===== src/rtl/sad_min_select.sv =====
// rtl/sad_min_select.sv - per-sub-block minimum SAD tracker with 2-stage pipeline and result drain
module sad_min_select #(
  parameter int SAD_W    = 16,
  parameter int NUM_LANE = 8,
  parameter int COL_W    = 5,
  parameter int ROW_W    = 7,
  localparam int LANE_W  = $clog2(NUM_LANE),
  localparam int MVX_W   = COL_W + LANE_W
) (
  input  logic                      clk,
  input  logic                      rst,
  input  logic                      start,
  input  logic                      search_done,
  input  logic                      sad_valid,
  input  logic [1:0]                sad_cb,
  input  logic [COL_W-1:0]          sad_col,
  input  logic [ROW_W-1:0]          sad_row,
  input  logic [NUM_LANE*SAD_W-1:0] sad_in,
  output logic                      res_valid,
  input  logic                      res_ready,
  output logic [1:0]                res_cb,
  output logic [SAD_W-1:0]          res_sad,
  output logic [MVX_W-1:0]          res_mvx,
  output logic [ROW_W-1:0]          res_mvy,
  output logic                      res_hit,
  output logic                      busy,
  output logic                      done
);

  typedef enum logic [1:0] {S_IDLE, S_ACCUM, S_FLUSH, S_OUT} state_t;

  state_t             state_q, state_d;
  logic               flush_q, flush_d;
  logic               v1_q, v1_d;
  logic [1:0]         cb1_q, cb1_d;
  logic [SAD_W-1:0]   min1_q, min1_d;
  logic [MVX_W-1:0]   mvx1_q, mvx1_d;
  logic [ROW_W-1:0]   row1_q, row1_d;
  logic [SAD_W-1:0]   best_sad_q [4];
  logic [SAD_W-1:0]   best_sad_d [4];
  logic [MVX_W-1:0]   best_mvx_q [4];
  logic [MVX_W-1:0]   best_mvx_d [4];
  logic [ROW_W-1:0]   best_mvy_q [4];
  logic [ROW_W-1:0]   best_mvy_d [4];
  logic [3:0]         hit_q, hit_d;
  logic [1:0]         res_cb_q, res_cb_d;
  logic               done_q, done_d;
  logic [SAD_W-1:0]   lane_min;
  logic [LANE_W-1:0]  lane_idx;
  logic               out_accept;

  assign out_accept = (state_q == S_OUT) && res_ready;

  // Strict less-than scan keeps the lowest lane index on ties.
  always_comb begin
    lane_min = sad_in[0 +: SAD_W];
    lane_idx = '0;
    for (int i = 1; i < NUM_LANE; i++) begin
      if (sad_in[i*SAD_W +: SAD_W] < lane_min) begin
        lane_min = sad_in[i*SAD_W +: SAD_W];
        lane_idx = LANE_W'(i);
      end
    end
  end

  always_ff @(posedge clk or posedge rst) begin
    if (rst) begin
      state_q  <= S_IDLE;
      flush_q  <= 1'b0;
      v1_q     <= 1'b0;
      cb1_q    <= '0;
      min1_q   <= '0;
      mvx1_q   <= '0;
      row1_q   <= '0;
      hit_q    <= '0;
      res_cb_q <= '0;
      done_q   <= 1'b0;
      for (int c = 0; c < 4; c++) begin
        best_sad_q[c] <= '1;
        best_mvx_q[c] <= '0;
        best_mvy_q[c] <= '0;
      end
    end else begin
      state_q    <= state_d;
      flush_q    <= flush_d;
      v1_q       <= v1_d;
      cb1_q      <= cb1_d;
      min1_q     <= min1_d;
      mvx1_q     <= mvx1_d;
      row1_q     <= row1_d;
      hit_q      <= hit_d;
      res_cb_q   <= res_cb_d;
      done_q     <= done_d;
      best_sad_q <= best_sad_d;
      best_mvx_q <= best_mvx_d;
      best_mvy_q <= best_mvy_d;
    end
  end

  always_comb begin
    state_d = state_q;
    case (state_q)
      S_IDLE:  if (start) state_d = S_ACCUM;
      S_ACCUM: if (search_done) state_d = S_FLUSH;
      S_FLUSH: if (flush_q) state_d = S_OUT;
      S_OUT:   if (res_ready && res_cb_q == 2'd3) state_d = S_IDLE;
      default: state_d = S_IDLE;
    endcase
  end

  always_comb begin
    flush_d    = (state_q == S_FLUSH) ? ~flush_q : 1'b0;
    v1_d       = (state_q == S_ACCUM) && sad_valid;
    cb1_d      = cb1_q;
    min1_d     = min1_q;
    mvx1_d     = mvx1_q;
    row1_d     = row1_q;
    best_sad_d = best_sad_q;
    best_mvx_d = best_mvx_q;
    best_mvy_d = best_mvy_q;
    hit_d      = hit_q;
    res_cb_d   = res_cb_q;
    done_d     = out_accept && (res_cb_q == 2'd3);

    if (v1_d) begin
      cb1_d  = sad_cb;
      min1_d = lane_min;
      mvx1_d = {sad_col, lane_idx};
      row1_d = sad_row;
    end

    // An unhit sub-block takes its first candidate even if it is all-ones.
    if (v1_q && (!hit_q[cb1_q] || min1_q < best_sad_q[cb1_q])) begin
      best_sad_d[cb1_q] = min1_q;
      best_mvx_d[cb1_q] = mvx1_q;
      best_mvy_d[cb1_q] = row1_q;
    end
    if (v1_q) hit_d[cb1_q] = 1'b1;

    if (state_q == S_IDLE && start) begin
      hit_d = '0;
      for (int c = 0; c < 4; c++) begin
        best_sad_d[c] = '1;
        best_mvx_d[c] = '0;
        best_mvy_d[c] = '0;
      end
    end

    if (out_accept) res_cb_d = res_cb_q + 2'd1;
    else if (state_q == S_IDLE) res_cb_d = '0;
  end

  always_comb begin
    res_valid = (state_q == S_OUT);
    res_cb    = '0;
    res_sad   = '0;
    res_mvx   = '0;
    res_mvy   = '0;
    res_hit   = 1'b0;
    if (res_valid) begin
      res_cb  = res_cb_q;
      res_sad = best_sad_q[res_cb_q];
      res_mvx = best_mvx_q[res_cb_q];
      res_mvy = best_mvy_q[res_cb_q];
      res_hit = hit_q[res_cb_q];
    end
    busy = (state_q != S_IDLE);
    done = done_q;
  end

endmodule


===== config.mk =====
export PLATFORM = sky130hd
export DESIGN_NAME = sad_min_select
export DESIGN_NICKNAME = d
export VERILOG_FILES = /design/src/rtl/sad_min_select.sv
export SDC_FILE = /design/constraint.sdc
export NUM_CORES = 1
export LEC_CHECK = 0
export BUFFER_PORTS_ARGS = -buffer_cell sky130_fd_sc_hd__buf_2
export CAP_MARGIN = 15
export CORE_ASPECT_RATIO = 1.25
export CORE_UTILIZATION = 35
export DETAILED_ROUTE_END_ITERATION = 10
export GPL_ROUTABILITY_DRIVEN = 0
export PLACE_DENSITY = 0.65
export SYNTH_ARGS = -nofsm -noshare
export SYNTH_HDL_FRONTEND = slang
export SYNTH_SLANG_ARGS = --single-unit

===== constraint.sdc =====
create_clock -name clk -period 5.5 [get_ports clk]
set_clock_uncertainty 0.2 [all_clocks]
set_input_delay 0.275 -clock clk [delete_from_list [all_inputs] [get_ports clk]]
set_output_delay 0.275 -clock clk [all_outputs]
set_load 0.02 [all_outputs]

Word-level counts from Yosys, hierarchy flattened

Index checks and enable logic that the tools add are counted.

Memory bits (writable): 0
Memory bits (read-only): 0
Register bits: 168
Bits in latches: 0
Memories kept: 0

Bitwise logic cells: 4
Div/mod/pow operators: 0
$mul: 0
Add/subtract/negate cells: 1
Shift operators: 0
Muxes and demuxes: 62
Reduce and logical (&&, ||, !) cells: 16
Order comparisons: 14
Eq/ne operators: 8

Operators with widths:

| cell                                                      | count |
|---|---|
| 16-bit 2-to-1 mux                                         | 13 |
| 16-bit < comparator                                       | 8 |
| 64-bit 2-to-1 mux                                         | 2 |
| 16-bit binary-select mux with 2-bit select                | 2 |
| 64-bit bitwise mux                                        | 1 |
| 32-bit 2-to-1 mux                                         | 2 |
| 28-bit 2-to-1 mux                                         | 2 |
| 32-bit bitwise mux                                        | 1 |
| 16-bit demux with 2-bit select                            | 1 |
| 8-bit 2-to-1 mux                                          | 4 |
| 28-bit bitwise mux                                        | 1 |
| 7-bit 2-to-1 mux                                          | 4 |
| 3-bit 2-to-1 mux                                          | 6 |
| 8-bit binary-select mux with 2-bit select                 | 1 |
| 8-bit demux with 2-bit select                             | 1 |
| 7-bit binary-select mux with 2-bit select                 | 1 |
| 7-bit demux with 2-bit select                             | 1 |
| 2-bit 2-to-1 mux                                          | 7 |
| 1-bit logical AND                                         | 8 |
| 4-bit 2-to-1 mux                                          | 2 |
| 2-bit case mux with 4 select lines                        | 1 |
| 2-bit nonzero test                                        | 4 |
| 2-bit == test (second input constant)                     | 3 |
| 3-bit greater-or-equal comparator (second input constant) | 2 |
| other kinds (17)                                          | 27 |

Depth between registers and ports, before layout

Gate-level depths: netlist of run 1.

Word-level depth: 14
Gate-level depth with buffers: 91
Mapped depth without buffers: 80

Least setup slack after synthesis of run 1

OpenSTA, ideal clock, no wires.

Path type: in2reg
From: input sad_in[15]
To: register min1_q[2]
Path slack: -10,645 ps
Arrival time: 15,853 ps
Stages on the path: 89
Setup time: 92 ps
Cells stage by stage: inv_1 > ha_1 > nand4_1 > a211oi_2 > a32oi_4 > nand2_2 > buf_1 > mux2i_1 > ha_1 > nand4_1 > nor3_1 > nand2_1 > a21o_1 > nand2_4 > buf_1 > clkbuf_1 > nor2_1 > a21oi_1 > [53 not listed] > nand2_1 > a21o_1 > inv_1 > nand3_4 > buf_12 > mux2i_1 > ha_1 > a21o_1 > a21o_1 > a21oi_1 > nor2_1 > a211oi_1 > o211ai_1 > or4_1 > o31ai_4 > buf_6 > a31oi_1 > o31ai_2

Longest elaborated chain between the ends: 14

RTL lines:

| what                 | line | source |
|---|---|---|
| start, declared      | 18   | `input logic [NUM_LANE*SAD_W-1:0] sad_in,` |
| 16-bit < comparator  | 59   | `if (sad_in[i*SAD_W +: SAD_W] < lane_min) begin` |
| 16-bit 2-to-1 mux *  | 59   |  |
| 16-bit < comparator  | 59   |  |
| 16-bit 2-to-1 mux *  | 59   |  |
| 16-bit < comparator  | 59   |  |
| 16-bit 2-to-1 mux *  | 59   |  |
| 16-bit < comparator  | 59   |  |
| 16-bit 2-to-1 mux *  | 59   |  |
| 16-bit < comparator  | 59   |  |
| 16-bit 2-to-1 mux *  | 59   |  |
| 16-bit < comparator  | 59   |  |
| 16-bit 2-to-1 mux *  | 59   |  |
| 16-bit < comparator  | 59   |  |
| 16-bit 2-to-1 mux *  | 59   |  |
| end signal, assigned | 88   | `min1_q <= min1_d;` |
| end, declared        | 36   | `logic [SAD_W-1:0] min1_q, min1_d;` |

Mark *: on every way between the ends. The rest lies on a longest branch, timed or not.
A chain may end at the register's enable or synchronous reset.

Worst setup path in the final report of run 1

From: input sad_in[27]
To: register min1_q[1]

The elaborated chain is that of the path after synthesis.

==> out/summary.txt, run 1 <==
overall via count from detail_route: 12.1k
power dissipated by switching net loads: 3.53 mW
count of max-cap constraint violations: 0
maximum fanout encountered on the critical timing path: 8
Post-Syn Area per Cell: 9.85 um2
overall die height: 218 um
std cell rows: 78
placeable core region: 0.0365 mm2
top flip-flop cell by instance count after synthesis: sky130_fd_sc_hd__dfrtp_1
standard cell with the maximum stage delay on the critical path: sky130_fd_sc_hd__or4_4
depth of the CTS H-tree: 4
wire length reported by the detailed router: 40900 um
Mapped Cells: 1327
max-slew violations: 0
quantity of I/O buffers inserted on ports: 184
worst rel slew slack: 0.430
VDD IR max: 0.000237 V
Initial Utilization: 0.358
utilization after layout: 0.518
share of power burned in the clock network: 0.136
kind of start point of the critical path: input port
Nets: 2096
Post-synth EDFFs: 0
TritonCTS clock tree: done
path depth of the worst reg2reg path: 19
transition time at the pin with the least slew margin: 0.833 ns
overall die width: 175 um
Top cell by count, worst path: sky130_fd_sc_hd__buf_4
count of final setup violators: 19
number of placed instances with taps included: 2161
io pins: 185
critical path's largest stage delay: 0.45 ns
combinational power share: 0.602
Worst-path clk slew: 0.07 ns
beginning of the worst register-to-register path: cb1_q[0]$_DFFE_PP0P_
Longest Clk Path Bufs: 2
Hold/Removal Path Class: input port to flip-flop
DR iter-0 viols: 553
part of the power in registers: 0.262
average routed wire per standard cell: 17.5 um
drt drc: 0
global-route wire length before repair: 65700 um
violated checks: negative setup slack
Layout area overhead: 44.7%
CP Class: input port to flip-flop
total clock sinks: 168
fraction of registers with async set or reset after synthesis: 1.00
post-synthesis net count: 1592
Power per Cell Area: 469 mW/mm2
number of clock buffers inserted by TritonCTS: 17
result of the run: finished with violations
Cell Area, Synth: 0.0131 mm2
nature of the critical path endpoint: flip-flop
total area of sequential cells: 0.00429 mm2
Req. time, crit path: 5.63 ns
via-per-instance ratio: 5.19
clk_lat worst skew: 0.43 ns
pre-CTS setup slack: -9.12 ns
final hold violation count: 0
fill count: 3176
Highest Clock Rate: 72.5 MHz
cell internal pwr: 5.33 mW
Non-Filler Cell Area, Final: 0.0189 mm2
total power draw: 8.86 mW
minimum clock period after layout: 13.80 ns
multi-input combinational cell area: 0.00891 mm2
total leakage power: 9.53 nW
Tcrit/Tclk final: 2.51
grt ovf: 0
worst setup path start: sad_in[27]
share of the yosys chip area belonging to registers: 0.328
clock tree root buffer cell: sky130_fd_sc_hd__clkbuf_16
arrival time of data at the critical path endpoint: 13.93 ns
Warnings, synthesis: 0
flip-flop and latch count after synthesis: 168
capture point of the worst reg-to-reg path: best_mvx_q[5]$_DFFE_PP0P_
Initial DRT Pass Iterations: 5
share of final-layout standard cells stronger than drive strength 1: 0.465
antenna-violating nets left: 0
floorplan die area: 0.0381 mm2
Non-Filler Instances: 2337
number of antenna violations at the first check in global routing: 29
Yosys cell types: 84
RSZ-0062 raised after global routing: yes
worst setup path end: min1_q[1]$_DFFE_PP0P_
register-to-register setup slack: 0.82 ns
half-perimeter wire length of the detailed placement result: 29600 um
pin count of the biggest net entering global routing: 67
Net Sw Frac: 0.398
via count of the first global-routing pass: 12.9k
total routing resource utilization after global routing: 0.216
standard cell area after detailed placement: 0.0163 mm2
setup slack after layout: -8.30 ns
## cell families after synthesis
logic type / after synthesis / synth area share
AOI/OAI and AO/OA: 239 / 0.132
and+or+nand+nor: 388 / 0.141
DFF: 168 / 0.328
muxes: 230 / 0.225
adders and majority gates: 123 / 0.117
buffers and inverters: 174 / 0.0538
xor gates and xnor gates: 5 / 0.00335
## worst min-delay path by stage
| stage | start | end | slack, ns | depth (start not counted) |
|---|---|---|---|---|
| after global routing | sad_in[102] | min1_q[6]$_DFFE_PP0P_ | 0.16 | 4 |
| final | search_done | state_q[1]$_DFFE_PP0P_ | 0.14 | 5 |
| after global placement | rst | done$_DFF_PP0_ | 0.14 | 2 |
| after detailed placement | rst | res_cb_q[1]$_DFFE_PP0P_ | 0.14 | 2 |
| after floorplan | sad_col[0] | mvx1_q[3]$_DFFE_PP0P_ | 0.18 | 2 |
| after CTS | search_done | state_q[1]$_DFFE_PP0P_ | 0.13 | 5 |
## power by group through the flow
stage,sequential (mW),combinational (mW),clock [mW]
after floorplan,2.14,3.11,0
after global placement,2.29,4.31,0
after detailed placement,2.33,4.41,0
after CTS,2.32,5.14,1.22
after global routing,2.40,5.82,1.28
final,2.32,5.33,1.21
## area by class of cell
class	instances	area share
timing repair buffer	553	0.215
clock buffer	18	0.0227
multi-input combinational	986	0.471
clock inverter	14	0.00847
sequential	168	0.227
antenna	13	0.00172
inverter	105	0.0224
tap	480	0.0318
## synthesized netlist by cell type, drive strengths merged, types with 4 or more instances
cell | n | area share
mux2 | 27 | 0.024
buf | 27 | 0.012
nor2b | 11 | 0.0053
and3 | 5 | 0.0024
xnor2 | 4 | 0.0027
dfstp | 64 | 0.13
o21ai | 53 | 0.021
clkbuf | 42 | 0.012
nand2 | 147 | 0.043
a21o | 31 | 0.018
ha | 117 | 0.11
nand3 | 16 | 0.0082
maj3 | 6 | 0.0046
mux4 | 48 | 0.083
and2 | 54 | 0.026
o211ai | 9 | 0.0052
a31oi | 26 | 0.012
inv | 104 | 0.030
a21oi | 49 | 0.020
nor2 | 104 | 0.030
o31ai | 18 | 0.014
nor3 | 11 | 0.0051
nand4 | 19 | 0.0096
dfrtp | 104 | 0.20
mux2i | 155 | 0.12
and4 | 4 | 0.0029
nand2b | 8 | 0.0038
a211oi | 7 | 0.0048
a2111oi | 4 | 0.0041
o21a | 5 | 0.0029
## worst max-delay path, delay by kind of cell
| family | cells | cell delay (ns) |
|---|---|---|
| mux | 4 | 1.08 |
| compound gates | 25 | 4.88 |
| fa+ha+maj | 6 | 1.33 |
| buf+inv | 31 | 3.82 |
| simple gates | 18 | 2.50 |
## layer usage
metal	wire, um	vias up	share of wire	track usage
met1	14900	5833	0.37	0.221
met3	2830	121	0.069	0.0638
li1	-	5802	-	-
met4	1590	30	0.039	0.0942
met5	175	-	0.0043	0
met2	21300	333	0.52	0.404
## through the flow
| stage | hold slack (ns) | setup TNS, ns |
|---|---|---|
| finish | 0.140 | -156.55 |
| global placement | 0.137 | -164.65 |
| detailed placement | 0.138 | -171.38 |
| global route | 0.164 | -169.71 |
| CTS | 0.129 | -148.98 |
| floorplan | 0.180 | -173.00 |
## cell usage in the layout, fill, tap and decap left out, drive strengths merged, types with 9 or more instances in the layout
cell,instances
buf,521
mux2i,155
nand2,148
ha,117
inv,110
dfrtp,104
nor2,104
dfstp,64
and2,54
o21ai,53
a21oi,49
mux4,48
dlygate4sd3,32
a21o,31
mux2,27
a31oi,26
nand4,19
clkbuf,18
o31ai,18
nand3,16
diode,13
nor2b,11
nor3,11
o211ai,9
## what timing repair did
action / 4_1_cts / 5_1_grt
gates resized for setup: 133 / 69
pin swaps: 81 / 41
setup endpoints to repair: 19 / 19
hold buffers: 32 / 0
endpoints found under the hold margin: 60 / 0
gates cloned: 4 / 0
setup buffers: 81 / 18
## registers in the layout, indices dropped and copies added (netlist names)
name	cells
v1_q	1
best_mvy_q	28
mvx1_q	8
row1_q	7
min1_q	16
cb1_q	2
best_sad_q	64
best_mvx_q	32
hit_q	4
done	1
flush_q	1
res_cb_q	2
state_q	2
No activity file was read; power rests on OpenSTA's default activity.
==> inputs of run 2 (changes only) <==
CORE_MARGIN = 3   (was default)
REMOVE_ABC_BUFFERS = 1   (was default)
SKIP_LAST_GASP = 1   (was default)
==> run 2 against run 1 <==
The run still ends with negative setup slack left; critical endpoint is now min1_q[11]$_DFFE_PP0P_; worst setup slack better by 0.0079 ns; fmax about the same; via count shrank 1.4%; die area rose by 4.2%; routed wire length rose by 2.4%; critical path depth fell by 3; sequential share of layout area up 0.084 points.
==> out/summary.txt, run 2 (same netlist as run 1, synthesis figures left out) <==
Min-Delay Endpoint: best_sad_q[4]$_DFFE_PP1P_
pre-CTS setup slack: -9.29 ns
Longest Clk Path Bufs: 2
grt ovf: 0
number of cells traversed by the worst hold path: 3
total power draw: 8.86 mW
standard cell area after detailed placement: 0.0160 mm2
Non-Filler Instances: 2312
capture point of the worst reg-to-reg path: best_mvy_q[2]$_DFFE_PP0P_
Req. time, crit path: 5.62 ns
Nets: 2073
pin count of the biggest net entering global routing: 69
wire length reported by the detailed router: 41900 um
Top cell by count, worst path: sky130_fd_sc_hd__a21o_1
count of max-cap constraint violations: 0
fill count: 3178
clk_lat worst skew: 0.43 ns
quantity of I/O buffers inserted on ports: 184
result of the run: finished with violations
worst rel slew slack: 0.475
Layout area overhead: 44.2%
Power per Cell Area: 470 mW/mm2
VDD IR max: 0.000193 V
via-per-instance ratio: 5.17
sum of negative setup slack: -156.07 ns
Highest Clock Rate: 72.5 MHz
register-to-register setup slack: 0.80 ns
Initial Utilization: 0.357
Non-Filler Cell Area, Final: 0.0188 mm2
number of clock buffers inserted by TritonCTS: 17
maximum fanout encountered on the critical timing path: 8
Worst-path clk slew: 0.07 ns
RSZ-0062 raised after global routing: yes
global-route wire length before repair: 65100 um
number of antenna violations at the first check in global routing: 22
max-slew violations: 0
flip-flop count of the largest register, all copies and words added: 64
half-perimeter wire length of the detailed placement result: 29600 um
path depth of the worst reg2reg path: 19
violated checks: negative setup slack
floorplan die area: 0.0397 mm2
top library cells by usage in the layout, fill and taps aside: sky130_fd_sc_hd__buf_4 (289), sky130_fd_sc_hd__buf_2 (167), sky130_fd_sc_hd__nand2_1 (138)
count of final setup violators: 19
nature of the critical path endpoint: flip-flop
minimum clock period after layout: 13.79 ns
TritonCTS clock tree: done
largest reg by FF count: best_sad_q
overall via count from detail_route: 12.0k
overall die width: 179 um
most common cell after layout, fill and taps aside: sky130_fd_sc_hd__buf_4
arrival time of data at the critical path endpoint: 13.92 ns
Min-Delay Startpoint: start
antenna-violating nets left: 0
Hold/Removal Path Class: input port to flip-flop
total leakage power: 9.42 nW
total clock sinks: 168
number of placed instances with taps included: 2140
standard cell with the maximum stage delay on the critical path: sky130_fd_sc_hd__a2111o_1
std cell rows: 78
transition time at the pin with the least slew margin: 0.767 ns
clock tree root buffer cell: sky130_fd_sc_hd__clkbuf_16
Initial DRT Pass Iterations: 5
Post-Route Hold Slack: 0.0788 ns
leading registers by flop count: best_sad_q x64, best_mvx_q x32, best_mvy_q x28
io pins: 185
setup slack after layout: -8.29 ns
drt drc: 0
depth of the CTS H-tree: 4
total routing resource utilization after global routing: 0.205
overall die height: 222 um
average routed wire per standard cell: 18.1 um
final hold violation count: 0
utilization after layout: 0.515
critical path's largest stage delay: 0.47 ns
Tcrit/Tclk final: 2.51
DR iter-0 viols: 595
kind of start point of the critical path: input port
CP Class: input port to flip-flop
share of final-layout standard cells stronger than drive strength 1: 0.463
placeable core region: 0.0366 mm2
beginning of the worst register-to-register path: cb1_q[1]$_DFFE_PP0P_
via count of the first global-routing pass: 12.6k
run 2: worst max-delay path: cells and delay by family:
family                     cells  cell delay [ns]
adders and majority gates      7             1.60
AOI/OAI and AO/OA             37             7.05
and+or+nand+nor               20             2.49
muxes                          4             1.07
buffers and inverters         13             1.39
run 2: metal layers:
| metal | part of all wire | track usage | vias up |
|---|---|---|---|
| met5 | 0.0035 | 0 | - |
| met4 | 0.034 | 0.0714 | 22 |
| met3 | 0.062 | 0.0560 | 105 |
| met2 | 0.53 | 0.383 | 324 |
| met1 | 0.37 | 0.217 | 5774 |
| li1 | - | - | 5730 |
run 2: area by class of cell:
cell class	count	area [um2]	area share
multi-input cells	986	9020	0.479
flip-flops and latches	168	4290	0.227
repair buffers	530	3890	0.206
well taps	480	601	0.0319
clock buffers	17	425	0.0226
inverters	105	407	0.0216
clock inverters	15	180	0.00956
diodes	11	27.5	0.00146
run 2: how the worst max path moves through the flow:
stage,from,to,slack [ns],cells after the start
3_3_place_gp,sad_in[11],mvx1_q[2]$_DFFE_PP0P_,-8.80,80
3_5_place_dp,sad_in[10],mvx1_q[2]$_DFFE_PP0P_,-9.29,79
4_1_cts,sad_in[10],min1_q[12]$_DFFE_PP0P_,-7.97,78
5_1_grt,sad_in[11],min1_q[2]$_DFFE_PP0P_,-8.93,82
2_1_floorplan,sad_in[1],mvx1_q[2]$_DFFE_PP0P_,-10.76,76
6_report,sad_in[11],min1_q[11]$_DFFE_PP0P_,-8.29,81
run 2: power breakdown:
group / internal, mW / leakage, nW / total (mW) / switching (mW)
logic: 2.75 / 7.09 / 5.31 / 2.57
registers: 1.87 / 2.04 / 2.30 / 0.438
clock network: 0.691 / 0.290 / 1.24 / 0.549
total: 5.30 / 9.42 / 8.86 / 3.55
run 2: what timing repair did:
item	in CTS	in global routing
buffers inserted	73	27
resized for setup	154	81
hold endpoints to repair	87	0
pin swaps	62	47
cloned	4	0
setup endpoints to repair	19	19
hold buffers	32	0
==> inputs of run 3 (changes only) <==
CORE_ASPECT_RATIO = default   (was 1.25)
==> run 3 against run 2 <==
The flow still finishes with violations (negative setup slack); non-clock buffer count is 31 higher; die area hardly changed; critical endpoint is now min1_q[8]$_DFFE_PP0P_; critical path type unchanged; sequential cell count stayed put; cell count is 0.74% higher; combinational power hardly changed; worst setup slack worse by 0.044 ns; clock power is 3% higher; critical path depth is 1 higher; via count is 2.3% higher; power is 0.61% higher; highest routed layer unchanged; register-to-register slack worse by 0.02 ns; count of clock-buffer cells in the layout is 3 higher.
==> out/summary.txt, run 3 (same netlist as run 1, synthesis figures left out) <==
violated checks: negative setup slack
average routed wire per standard cell: 18.1 um
placeable core region: 0.0367 mm2
global-route wire length before repair: 66400 um
Initial Utilization: 0.356
transition time at the pin with the least slew margin: 0.881 ns
total area of sequential cells: 0.00429 mm2
minimum clock period after layout: 13.84 ns
met2 Use GR: 0.388
CP Class: input port to flip-flop
floorplan die area: 0.0397 mm2
top library cells by usage in the layout, fill and taps aside: sky130_fd_sc_hd__buf_4 (315), sky130_fd_sc_hd__buf_2 (170), sky130_fd_sc_hd__mux2i_1 (142)
total routing resource utilization after global routing: 0.210
RSZ-0062 raised after global routing: yes
pin count of the biggest net entering global routing: 72
count of max-cap constraint violations: 0
worst setup path start: sad_in[9]
share of final-layout standard cells stronger than drive strength 1: 0.471
register-to-register setup slack: 0.78 ns
path depth of the worst reg2reg path: 18
VDD IR max: 0.000264 V
via-per-instance ratio: 5.25
largest reg by FF count: best_sad_q
Non-Filler Cell Area, Final: 0.0189 mm2
Req. time, crit path: 5.64 ns
std cell rows: 70
Longest Clk Path Bufs: 2
nature of the critical path endpoint: flip-flop
GRT met1 Usage: 0.230
worst setup path end: min1_q[8]$_DFFE_PP0P_
fraction of met3 tracks used by global routing: 0.0691
critical path's largest stage delay: 0.52 ns
most common cell after layout, fill and taps aside: sky130_fd_sc_hd__buf_4
Layout area overhead: 44.9%
overall die height: 199 um
half-perimeter wire length of the detailed placement result: 29700 um
Tcrit/Tclk final: 2.52
arrival time of data at the critical path endpoint: 13.98 ns
capture point of the worst reg-to-reg path: best_mvx_q[15]$_DFFE_PP0P_
busiest layer in global routing: met2
worst rel slew slack: 0.413
number of clock buffers inserted by TritonCTS: 17
Nets: 2104
fill count: 3168
wire length reported by the detailed router: 42100 um
Initial DRT Pass Iterations: 5
drt drc: 0
via count of the first global-routing pass: 12.9k
Post-Route Hold Slack: 0.0940 ns
quantity of I/O buffers inserted on ports: 184
Power per Cell Area: 471 mW/mm2
antenna-violating nets left: 0
final hold violation count: 0
overall die width: 199 um
overall via count from detail_route: 12.2k
clk_lat worst skew: 0.43 ns
kind of start point of the critical path: input port
sum of negative setup slack: -157.35 ns
DR iter-0 viols: 580
beginning of the worst register-to-register path: cb1_q[0]$_DFFE_PP0P_
max-slew violations: 0
flip-flop count of the largest register, all copies and words added: 64
Hold/Removal Path Class: input port to flip-flop
io pins: 185
maximum fanout encountered on the critical timing path: 8
total leakage power: 9.59 nW
setup slack after layout: -8.34 ns
result of the run: finished with violations
Top cell by count, worst path: sky130_fd_sc_hd__buf_4
total power draw: 8.91 mW
multi-input combinational cell area: 0.00886 mm2
grt ovf: 0
total clock sinks: 168
TritonCTS clock tree: done
Worst-path clk slew: 0.06 ns
clock tree root buffer cell: sky130_fd_sc_hd__clkbuf_16
leading registers by flop count: best_sad_q x64, best_mvx_q x32, best_mvy_q x28
standard cell area after detailed placement: 0.0160 mm2
depth of the CTS H-tree: 4
count of final setup violators: 19
standard cell with the maximum stage delay on the critical path: sky130_fd_sc_hd__or4_4
Highest Clock Rate: 72.3 MHz
number of antenna violations at the first check in global routing: 27
==> run 3: worst max-delay path, delay by kind of cell <==
family          cells  cell delay, ns
compound gates     28            5.22
fa+ha+maj           6            1.29
buf+inv            31            3.77
mux                 4            1.07
simple gates       13            2.28
==> run 3: routing by layer <==
| metal | part of all wire | vias to the layer above |
|---|---|---|
| li1 | - | 5799 |
| met1 | 0.38 | 5888 |
| met3 | 0.075 | 137 |
| met4 | 0.032 | 34 |
| met5 | 0.0052 | - |
| met2 | 0.51 | 375 |
==> run 3: what timing repair did <==
action / in CTS / in global routing
pin swaps: 75 / 47
setup buffers: 105 / 12
gates resized for setup: 170 / 54
cloned: 4 / 2
endpoints found under the setup margin: 19 / 19
hold buffers: 32 / 0
hold endpoints to repair: 51 / 0
==> run 3: stage by stage <==
| step | setup WS (ns) | std cells | util |
|---|---|---|---|
| 2_1_floorplan | -10.76 | 1258 | - |
| 3_3_place_gp | -8.81 | 2131 | 0.435 |
| 3_5_place_dp | -9.19 | 2131 | 0.435 |
| 4_1_cts | -7.85 | 2304 | 0.504 |
| 5_1_grt | -8.99 | 2324 | 0.516 |
| 6_report | -8.34 | 2329 | 0.516 |
==> run 3: final cells by class <==
class / instances / share of cell area
repair buffers: 561 / 0.218
inverters: 105 / 0.0215
clock inverters: 12 / 0.00912
diodes: 9 / 0.00119
clock buffers: 20 / 0.0246
flip-flops and latches: 168 / 0.226
multi-input cells: 986 / 0.468
well taps: 468 / 0.0309
==> run 3: worst min-delay path by stage <==
| stage | start | end | slack, ns | depth (start not counted) |
|---|---|---|---|---|
| finish | start | best_sad_q[50]$_DFFE_PP1P_ | 0.09 | 3 |
| global route | start | best_sad_q[49]$_DFFE_PP1P_ | 0.11 | 3 |
| CTS | search_done | state_q[1]$_DFFE_PP0P_ | 0.10 | 5 |
| detailed placement | rst | mvx1_q[4]$_DFFE_PP0P_ | 0.14 | 2 |
| global placement | rst | mvx1_q[4]$_DFFE_PP0P_ | 0.14 | 2 |
| floorplan | sad_col[0] | mvx1_q[3]$_DFFE_PP0P_ | 0.18 | 2 |
==> run 3: where the power goes <==
group	leakage (nW)	switching [mW]	internal, mW
sequential	2.04	0.456	1.87
combinational	7.24	2.53	2.78
clock	0.312	0.485	0.794
